**config.mk**
```make
export PLATFORM = sky130hd
export DESIGN_NAME = axil_arbiter_2to1
export DESIGN_NICKNAME = d
export VERILOG_FILES = /design/src/rtl/axil_arb_pkg.sv /design/src/rtl/axil_arb_pick.sv /design/src/rtl/axil_arbiter_2to1.sv
export SDC_FILE = /design/constraint.sdc
export NUM_CORES = 1
export LEC_CHECK = 0
export CORE_AREA = 3 3 179 181
export DETAILED_ROUTE_END_ITERATION = 12
export DIE_AREA = 0 0 182 184
export PLACE_DENSITY = 0.44
export SLEW_MARGIN = 20
export SYNTH_ARGS = -nofsm -noshare
export SYNTH_HDL_FRONTEND = slang
export SYNTH_HIERARCHICAL = 1
export SYNTH_SLANG_ARGS = --single-unit
export TNS_END_PERCENT = 50
```
**constraint.sdc**
```tcl
create_clock -name ACLK -period 2 [get_ports ACLK]
set_input_delay 0.6 -clock ACLK [delete_from_list [all_inputs] [get_ports ACLK]]
set_output_delay 0.6 -clock ACLK [all_outputs]
set_load 0.02 [all_outputs]
```
**src/rtl/axil_arb_pkg.sv**
```systemverilog
// Shared types and constants for the two-requester AXI4-Lite arbiter.
// Tie-break rule is selected by ARB_ROUND_ROBIN_EN in axil_arb_pick.
package axil_arb_pkg;

    localparam int unsigned REQ_HOST = 0;
    localparam int unsigned REQ_IMEM = 1;

    localparam logic [1:0] OKAY   = 2'b00;
    localparam logic [1:0] SLVERR = 2'b10;

    typedef enum logic [1:0] {
        W_IDLE = 2'd0,
        W_XFER = 2'd1,
        W_RESP = 2'd2
    } w_state_t;

    typedef enum logic [1:0] {
        R_IDLE = 2'd0,
        R_ADDR = 2'd1,
        R_DATA = 2'd2
    } r_state_t;

endpackage

```
**src/rtl/axil_arb_pick.sv**
```systemverilog
// Two-way combinational picker producing a one-hot grant.
// ARB_ROUND_ROBIN_EN: ties go to the requester not served last; otherwise to prio.
module axil_arb_pick
    import axil_arb_pkg::*;
(
    input  logic [1:0] req,
    input  logic       last,
    input  logic       prio,
    output logic [1:0] gnt
);

`ifdef ARB_ROUND_ROBIN_EN
    logic unused_prio;
    assign unused_prio = prio;
`else
    logic unused_last;
    assign unused_last = last;
`endif

    always_comb begin
        gnt = '0;
        case (req)
            2'b01: gnt[REQ_HOST] = 1'b1;
            2'b10: gnt[REQ_IMEM] = 1'b1;
            2'b11: begin
`ifdef ARB_ROUND_ROBIN_EN
                // last names the requester served previously; the other one wins
                if (last) gnt[REQ_HOST] = 1'b1;
                else      gnt[REQ_IMEM] = 1'b1;
`else
                if (prio) gnt[REQ_IMEM] = 1'b1;
                else      gnt[REQ_HOST] = 1'b1;
`endif
            end
            default: gnt = '0;
        endcase
    end

endmodule

```
**src/rtl/axil_arbiter_2to1.sv**
```systemverilog
// 2:1 AXI4-Lite arbiter; independent read and write paths, grant held per transaction.
// ARB_ROUND_ROBIN_EN selects round-robin ties (else fixed PRIO_MASTER).
module axil_arbiter_2to1
    import axil_arb_pkg::*;
#(
    parameter int unsigned ADDR_W      = 32,
    parameter int unsigned DATA_W      = 32,
    parameter int unsigned PRIO_MASTER = 0
) (
    input  logic                ACLK,
    input  logic                ARESETN,

    input  logic [ADDR_W-1:0]   S0_AWADDR,
    input  logic [2:0]          S0_AWPROT,
    input  logic                S0_AWVALID,
    output logic                S0_AWREADY,
    input  logic [DATA_W-1:0]   S0_WDATA,
    input  logic [DATA_W/8-1:0] S0_WSTRB,
    input  logic                S0_WVALID,
    output logic                S0_WREADY,
    output logic [1:0]          S0_BRESP,
    output logic                S0_BVALID,
    input  logic                S0_BREADY,
    input  logic [ADDR_W-1:0]   S0_ARADDR,
    input  logic [2:0]          S0_ARPROT,
    input  logic                S0_ARVALID,
    output logic                S0_ARREADY,
    output logic [DATA_W-1:0]   S0_RDATA,
    output logic [1:0]          S0_RRESP,
    output logic                S0_RVALID,
    input  logic                S0_RREADY,

    input  logic [ADDR_W-1:0]   S1_AWADDR,
    input  logic [2:0]          S1_AWPROT,
    input  logic                S1_AWVALID,
    output logic                S1_AWREADY,
    input  logic [DATA_W-1:0]   S1_WDATA,
    input  logic [DATA_W/8-1:0] S1_WSTRB,
    input  logic                S1_WVALID,
    output logic                S1_WREADY,
    output logic [1:0]          S1_BRESP,
    output logic                S1_BVALID,
    input  logic                S1_BREADY,
    input  logic [ADDR_W-1:0]   S1_ARADDR,
    input  logic [2:0]          S1_ARPROT,
    input  logic                S1_ARVALID,
    output logic                S1_ARREADY,
    output logic [DATA_W-1:0]   S1_RDATA,
    output logic [1:0]          S1_RRESP,
    output logic                S1_RVALID,
    input  logic                S1_RREADY,

    output logic [ADDR_W-1:0]   M_AWADDR,
    output logic [2:0]          M_AWPROT,
    output logic                M_AWVALID,
    input  logic                M_AWREADY,
    output logic [DATA_W-1:0]   M_WDATA,
    output logic [DATA_W/8-1:0] M_WSTRB,
    output logic                M_WVALID,
    input  logic                M_WREADY,
    input  logic [1:0]          M_BRESP,
    input  logic                M_BVALID,
    output logic                M_BREADY,
    output logic [ADDR_W-1:0]   M_ARADDR,
    output logic [2:0]          M_ARPROT,
    output logic                M_ARVALID,
    input  logic                M_ARREADY,
    input  logic [DATA_W-1:0]   M_RDATA,
    input  logic [1:0]          M_RRESP,
    input  logic                M_RVALID,
    output logic                M_RREADY,

    output logic [1:0]          GNT_W,
    output logic [1:0]          GNT_R
);

    w_state_t   w_state;
    r_state_t   r_state;
    logic [1:0] gnt_w, gnt_r;
    logic [1:0] pick_w, pick_r;
    logic       aw_done, w_done;
    logic       last_w_q, last_r_q;
    logic       prio_bit;

    assign prio_bit = (PRIO_MASTER == REQ_IMEM);

`ifdef ARB_ROUND_ROBIN_EN
    logic last_w, last_r;
    assign last_w_q = last_w;
    assign last_r_q = last_r;
`else
    assign last_w_q = 1'b1;
    assign last_r_q = 1'b1;
`endif

    axil_arb_pick u_pick_w (
        .req  ({S1_AWVALID, S0_AWVALID}),
        .last (last_w_q),
        .prio (prio_bit),
        .gnt  (pick_w)
    );

    axil_arb_pick u_pick_r (
        .req  ({S1_ARVALID, S0_ARVALID}),
        .last (last_r_q),
        .prio (prio_bit),
        .gnt  (pick_r)
    );

    logic s0w, s1w, s0r, s1r;
    logic w_xfer, w_resp, r_addr, r_data;
    logic aw_valid_sel, w_valid_sel, b_ready_sel, ar_valid_sel, r_ready_sel;
    logic aw_hs, w_hs, b_hs, ar_hs, r_hs;

    assign s0w    = gnt_w[REQ_HOST];
    assign s1w    = gnt_w[REQ_IMEM];
    assign s0r    = gnt_r[REQ_HOST];
    assign s1r    = gnt_r[REQ_IMEM];
    assign w_xfer = (w_state == W_XFER);
    assign w_resp = (w_state == W_RESP);
    assign r_addr = (r_state == R_ADDR);
    assign r_data = (r_state == R_DATA);

    always_comb begin
        M_AWADDR     = '0;
        M_AWPROT     = '0;
        M_WDATA      = '0;
        M_WSTRB      = '0;
        aw_valid_sel = 1'b0;
        w_valid_sel  = 1'b0;
        b_ready_sel  = 1'b0;
        if (s0w) begin
            M_AWADDR     = S0_AWADDR;
            M_AWPROT     = S0_AWPROT;
            M_WDATA      = S0_WDATA;
            M_WSTRB      = S0_WSTRB;
            aw_valid_sel = S0_AWVALID;
            w_valid_sel  = S0_WVALID;
            b_ready_sel  = S0_BREADY;
        end else if (s1w) begin
            M_AWADDR     = S1_AWADDR;
            M_AWPROT     = S1_AWPROT;
            M_WDATA      = S1_WDATA;
            M_WSTRB      = S1_WSTRB;
            aw_valid_sel = S1_AWVALID;
            w_valid_sel  = S1_WVALID;
            b_ready_sel  = S1_BREADY;
        end
    end

    always_comb begin
        M_ARADDR     = '0;
        M_ARPROT     = '0;
        ar_valid_sel = 1'b0;
        r_ready_sel  = 1'b0;
        if (s0r) begin
            M_ARADDR     = S0_ARADDR;
            M_ARPROT     = S0_ARPROT;
            ar_valid_sel = S0_ARVALID;
            r_ready_sel  = S0_RREADY;
        end else if (s1r) begin
            M_ARADDR     = S1_ARADDR;
            M_ARPROT     = S1_ARPROT;
            ar_valid_sel = S1_ARVALID;
            r_ready_sel  = S1_RREADY;
        end
    end

    // Completed channels are masked so a requester still holding VALID is not re-forwarded
    assign M_AWVALID = w_xfer & ~aw_done & aw_valid_sel;
    assign M_WVALID  = w_xfer & ~w_done & w_valid_sel;
    assign M_BREADY  = w_resp & b_ready_sel;
    assign M_ARVALID = r_addr & ar_valid_sel;
    assign M_RREADY  = r_data & r_ready_sel;

    assign aw_hs = M_AWVALID & M_AWREADY;
    assign w_hs  = M_WVALID & M_WREADY;
    assign b_hs  = M_BVALID & M_BREADY;
    assign ar_hs = M_ARVALID & M_ARREADY;
    assign r_hs  = M_RVALID & M_RREADY;

    assign S0_AWREADY = s0w & w_xfer & M_AWREADY & ~aw_done;
    assign S1_AWREADY = s1w & w_xfer & M_AWREADY & ~aw_done;
    assign S0_WREADY  = s0w & w_xfer & M_WREADY & ~w_done;
    assign S1_WREADY  = s1w & w_xfer & M_WREADY & ~w_done;
    assign S0_BVALID  = s0w & w_resp & M_BVALID;
    assign S1_BVALID  = s1w & w_resp & M_BVALID;
    assign S0_BRESP   = s0w ? M_BRESP : '0;
    assign S1_BRESP   = s1w ? M_BRESP : '0;

    assign S0_ARREADY = s0r & r_addr & M_ARREADY;
    assign S1_ARREADY = s1r & r_addr & M_ARREADY;
    assign S0_RVALID  = s0r & r_data & M_RVALID;
    assign S1_RVALID  = s1r & r_data & M_RVALID;
    assign S0_RDATA   = s0r ? M_RDATA : '0;
    assign S1_RDATA   = s1r ? M_RDATA : '0;
    assign S0_RRESP   = s0r ? M_RRESP : '0;
    assign S1_RRESP   = s1r ? M_RRESP : '0;

    assign GNT_W = gnt_w;
    assign GNT_R = gnt_r;

    always_ff @(posedge ACLK) begin
        if (!ARESETN) begin
            w_state <= W_IDLE;
            gnt_w   <= '0;
            aw_done <= 1'b0;
            w_done  <= 1'b0;
`ifdef ARB_ROUND_ROBIN_EN
            last_w  <= 1'b1;
`endif
        end else begin
            case (w_state)
                W_IDLE: begin
                    aw_done <= 1'b0;
                    w_done  <= 1'b0;
                    if (pick_w != 2'b00) begin
                        gnt_w   <= pick_w;
                        w_state <= W_XFER;
                    end
                end
                W_XFER: begin
                    if (aw_hs) aw_done <= 1'b1;
                    if (w_hs)  w_done  <= 1'b1;
                    if ((aw_done | aw_hs) & (w_done | w_hs)) w_state <= W_RESP;
                end
                W_RESP: begin
                    if (b_hs) begin
                        gnt_w   <= '0;
`ifdef ARB_ROUND_ROBIN_EN
                        last_w  <= gnt_w[REQ_IMEM];
`endif
                        w_state <= W_IDLE;
                    end
                end
                default: begin
                    gnt_w   <= '0;
                    w_state <= W_IDLE;
                end
            endcase
        end
    end

    always_ff @(posedge ACLK) begin
        if (!ARESETN) begin
            r_state <= R_IDLE;
            gnt_r   <= '0;
`ifdef ARB_ROUND_ROBIN_EN
            last_r  <= 1'b1;
`endif
        end else begin
            case (r_state)
                R_IDLE: begin
                    if (pick_r != 2'b00) begin
                        gnt_r   <= pick_r;
                        r_state <= R_ADDR;
                    end
                end
                R_ADDR: begin
                    if (ar_hs) r_state <= R_DATA;
                end
                R_DATA: begin
                    if (r_hs) begin
                        gnt_r   <= '0;
`ifdef ARB_ROUND_ROBIN_EN
                        last_r  <= gnt_r[REQ_IMEM];
`endif
                        r_state <= R_IDLE;
                    end
                end
                default: begin
                    gnt_r   <= '0;
                    r_state <= R_IDLE;
                end
            endcase
        end
    end

endmodule

```
==> reports/qor.json <==
{
  "power": {
    "power.leakage_nw": 3.923,
    "ir_drop_v": 0.0001755,
    "fin_total_pwr_mw": 2.717,
    "cellPowerDensity_nw_per_um2": 355.4
  },
  "detailed_routing": {
    "drcViolationCount": 0,
    "highest-signal-layer": "met5",
    "num_vias": 4568,
    "wl_mm": 24.20,
    "route.met2.wl_mm": 12.62,
    "drt-pass1-iter-count": 4,
    "avgRoutedWirePerCell_um": 19.78,
    "drt.antenna.violating_nets": 0,
    "viasPerCell": 3.735,
    "drt_iter0_drc": 103,
    "met3WireLength_mm": 2.475,
    "met1Wirelength_mm": 8.812
  },
  "clocking": {
    "cts_inserted_buffers": 3,
    "clock_path_buffers": 2,
    "ctsRootBufferMaster": "sky130_fd_sc_hd__clkbuf_16",
    "ctsHtreeMaxLevel": 1,
    "clkTransAtPathRegs_ps": 50,
    "cts_num_sinks": 10,
    "clock_latency_ps": 240,
    "cts_tree": "built"
  },
  "worst_setup_path": {
    "criticalPathCategory": "flip-flop to output pin",
    "crit_path_top_delay_cell": "sky130_fd_sc_hd__dfxtp_4",
    "timing.critical_path.cells": "nor2b_4 -> buf_4 -> clkbuf_16 -> buf_4 -> a22o_1 -> buf_4",
    "critical_path_peak_fanout": 12,
    "setup.worst_path.start": "GNT_W[0]$_SDFFE_PN0P_",
    "timing.reg2reg.setup_slack_ps": 260,
    "critPathMostFrequentCell": "sky130_fd_sc_hd__buf_4",
    "worst_r2r_startpoint": "GNT_W[0]$_SDFFE_PN0P_",
    "worst_setup_path_start_kind": "flip-flop",
    "critical_path_arrival_ps": 1480,
    "required_ps": 1400,
    "cp-end-kind": "output pin",
    "crit_end": "M_AWADDR[6]",
    "rr_endpoint": "w_state[0]$_SDFFE_PN0P_",
    "worstRegToRegCells": 8,
    "cp_slowest_stage_delay_ps": 360
  },
  "placed_design": {
    "placed_cells": 1198,
    "gp_congestion": 0.7963,
    "numPortBuffers": 461,
    "place.detailed.hpwl_mm": 20.97,
    "postPlaceCellArea_um2": 7756
  },
  "run": {
    "max_cap_viols": 0
  },
  "timing": {
    "rsz0062_at_grt": "yes",
    "timing.final.crit_share_pct": 104.0,
    "final.setup.tns_ps": -1498,
    "fin_worst_skew_ps": 0.4577,
    "worst_slack_ps": -79.59,
    "final-setup-viol-count": 42,
    "report.final.hold_viol_count": 0,
    "clock.fmax_mhz": 480.9,
    "layout_min_cycle_time_ps": 2080,
    "maxSlewViolCount": 0
  },
  "global_route": {
    "number_of_antenna_violations_at_the_first_check_in_global_routing": 12,
    "grt_overflow": 0,
    "grt_pass1_vias": 4617,
    "grt_util_all_layers_pct": 12.79,
    "grt_start_max_net_pins": 37,
    "grt_first_pass_wirelength_mm": 31.97
  },
  "die": {
    "core_area_um2": 30590,
    "floorplan.die.height_um": 184,
    "start_util_pct": 7.354,
    "fp.dieArea_um2": 33490,
    "die_width_um": 182,
    "floorplan.io_pins": 462,
    "placementRows": 64
  },
  "finish": {
    "final-seq-area_um2": 205.2,
    "share_of_post_route_cells_with_drive_strength_above_1_pct": 36.10,
    "fin_area_um2": 7645,
    "final_net_count": 1086,
    "footprint_of_the_multi_input_gates_um2": 1941,
    "fin_cells": 1223,
    "area.growth.synth_to_final_pct": 239.8,
    "nFillCells": 3411
  },
  "outcome": {
    "status": "finished with violations",
    "violated_checks": "setup timing"
  },
  "hold_path": {
    "hp-start": "GNT_W[1]$_SDFFE_PN0P_",
    "worstHoldPathType": "flip-flop to flip-flop"
  },
  "synth": {
    "synth.cell_area_um2": 2250,
    "postSynthCellCount": 306,
    "syn_avg_cell_area_um2": 7.352,
    "synth.yosys.warnings": 6
  }
}
-- layer usage --
metal  GRT usage (%)  vias up
met4           2.681        4
li1                -     2186
met1           14.16     2056
met2           23.93      308
met3           4.076       14
met5               0        -
-- critical path, delay by kind of cell (launching register included) --
kind                   cells  cell delay (ps)
AO/OA/AOI/OAI              1              120
AND/OR/NAND/NOR            1              170
buffers and inverters      4              580
flip-flops                 1              360
-- power breakdown --
group	leakage, nW	switching, mW	internal, mW
combinational	3.80	0.962	1.13
sequential	0.0831	0.00921	0.212
clock	0.0442	0.104	0.302
total	3.92	1.08	1.64
-- registers in the layout, summed over array words and instances, names as in the netlist --
register / flops
w_done: 1
w_state: 2
aw_done: 1
r_state: 2
GNT_W: 2
GNT_R: 2
-- area by class of cell --
class,count,area share [%]
well taps,396,6.481
inverters,8,0.3928
clock buffers,4,1.162
diodes,7,0.2291
repair buffers,542,63.67
flip-flops and latches,10,2.684
multi-input cells,256,25.38
-- cell usage in the layout, fill, tap and decap left out, types with 2 or more instances in the layout --
master                            count
sky130_fd_sc_hd__clkdlybuf4s50_1    181
sky130_fd_sc_hd__buf_4              141
sky130_fd_sc_hd__a22o_1             103
sky130_fd_sc_hd__and2_1              72
sky130_fd_sc_hd__dlygate4sd2_1       46
sky130_fd_sc_hd__buf_6               45
sky130_fd_sc_hd__dlymetal6s2s_1      41
sky130_fd_sc_hd__clkbuf_2            40
sky130_fd_sc_hd__buf_2               36
sky130_fd_sc_hd__dfxtp_1              8
sky130_fd_sc_hd__inv_1                8
sky130_fd_sc_hd__and3_1               8
sky130_fd_sc_hd__diode_2              7
sky130_fd_sc_hd__nand2_1              6
sky130_fd_sc_hd__nor2b_1              6
sky130_fd_sc_hd__a21oi_1              5
sky130_fd_sc_hd__buf_12               5
sky130_fd_sc_hd__nor2_1               4
sky130_fd_sc_hd__clkbuf_16            4
sky130_fd_sc_hd__conb_1               4
sky130_fd_sc_hd__a22o_4               3
sky130_fd_sc_hd__nand3b_1             3
sky130_fd_sc_hd__o21ai_0              3
sky130_fd_sc_hd__nor3_1               3
sky130_fd_sc_hd__o21ai_1              3
sky130_fd_sc_hd__a21boi_1             3
sky130_fd_sc_hd__clkdlybuf4s15_2      3
sky130_fd_sc_hd__and2_4               2
sky130_fd_sc_hd__and3_4               2
sky130_fd_sc_hd__a211oi_2             2
sky130_fd_sc_hd__a22oi_2              2
sky130_fd_sc_hd__nand2b_1             2
sky130_fd_sc_hd__a22oi_1              2
sky130_fd_sc_hd__o21a_1               2
sky130_fd_sc_hd__clkdlybuf4s15_1      2
sky130_fd_sc_hd__a21boi_0             2
-- metrics by stage --
stage	hold slack, ps	utilization (%)	setup slack, ps
4_1_cts	615.1	24.56	-166.5
2_1_floorplan	525.3	-	-28.15
5_1_grt	655.6	24.98	-166.5
6_report	629.0	24.99	-79.59
3_5_place_dp	603.7	25.36	-639.8
3_3_place_gp	607.8	25.36	-641.7
-- worst min-delay path by stage --
| stage | to | slack (ps) | depth (start not counted) |
|---|---|---|---|
| 3_5_place_dp | w_done$_SDFFE_PN0P_ | 600 | 1 |
| 6_report | GNT_W[1]$_SDFFE_PN0P_ | 630 | 3 |
| 5_1_grt | w_done$_SDFFE_PN0P_ | 660 | 1 |
| 3_3_place_gp | w_done$_SDFFE_PN0P_ | 610 | 1 |
| 4_1_cts | w_done$_SDFFE_PN0P_ | 620 | 1 |
| 2_1_floorplan | w_done$_SDFFE_PN0P_ | 530 | 1 |
-- timing repair --
item / CTS / global route
pin swaps: 12 / 20
setup buffers: 4 / 9
gates cloned: 0 / 1
hold buffers: 0 / 0
endpoints found under the setup margin: 194 / 169
hold endpoints to repair: 0 / 0
gates resized for setup: 550 / 365
Power figures use the tool's default switching activity.
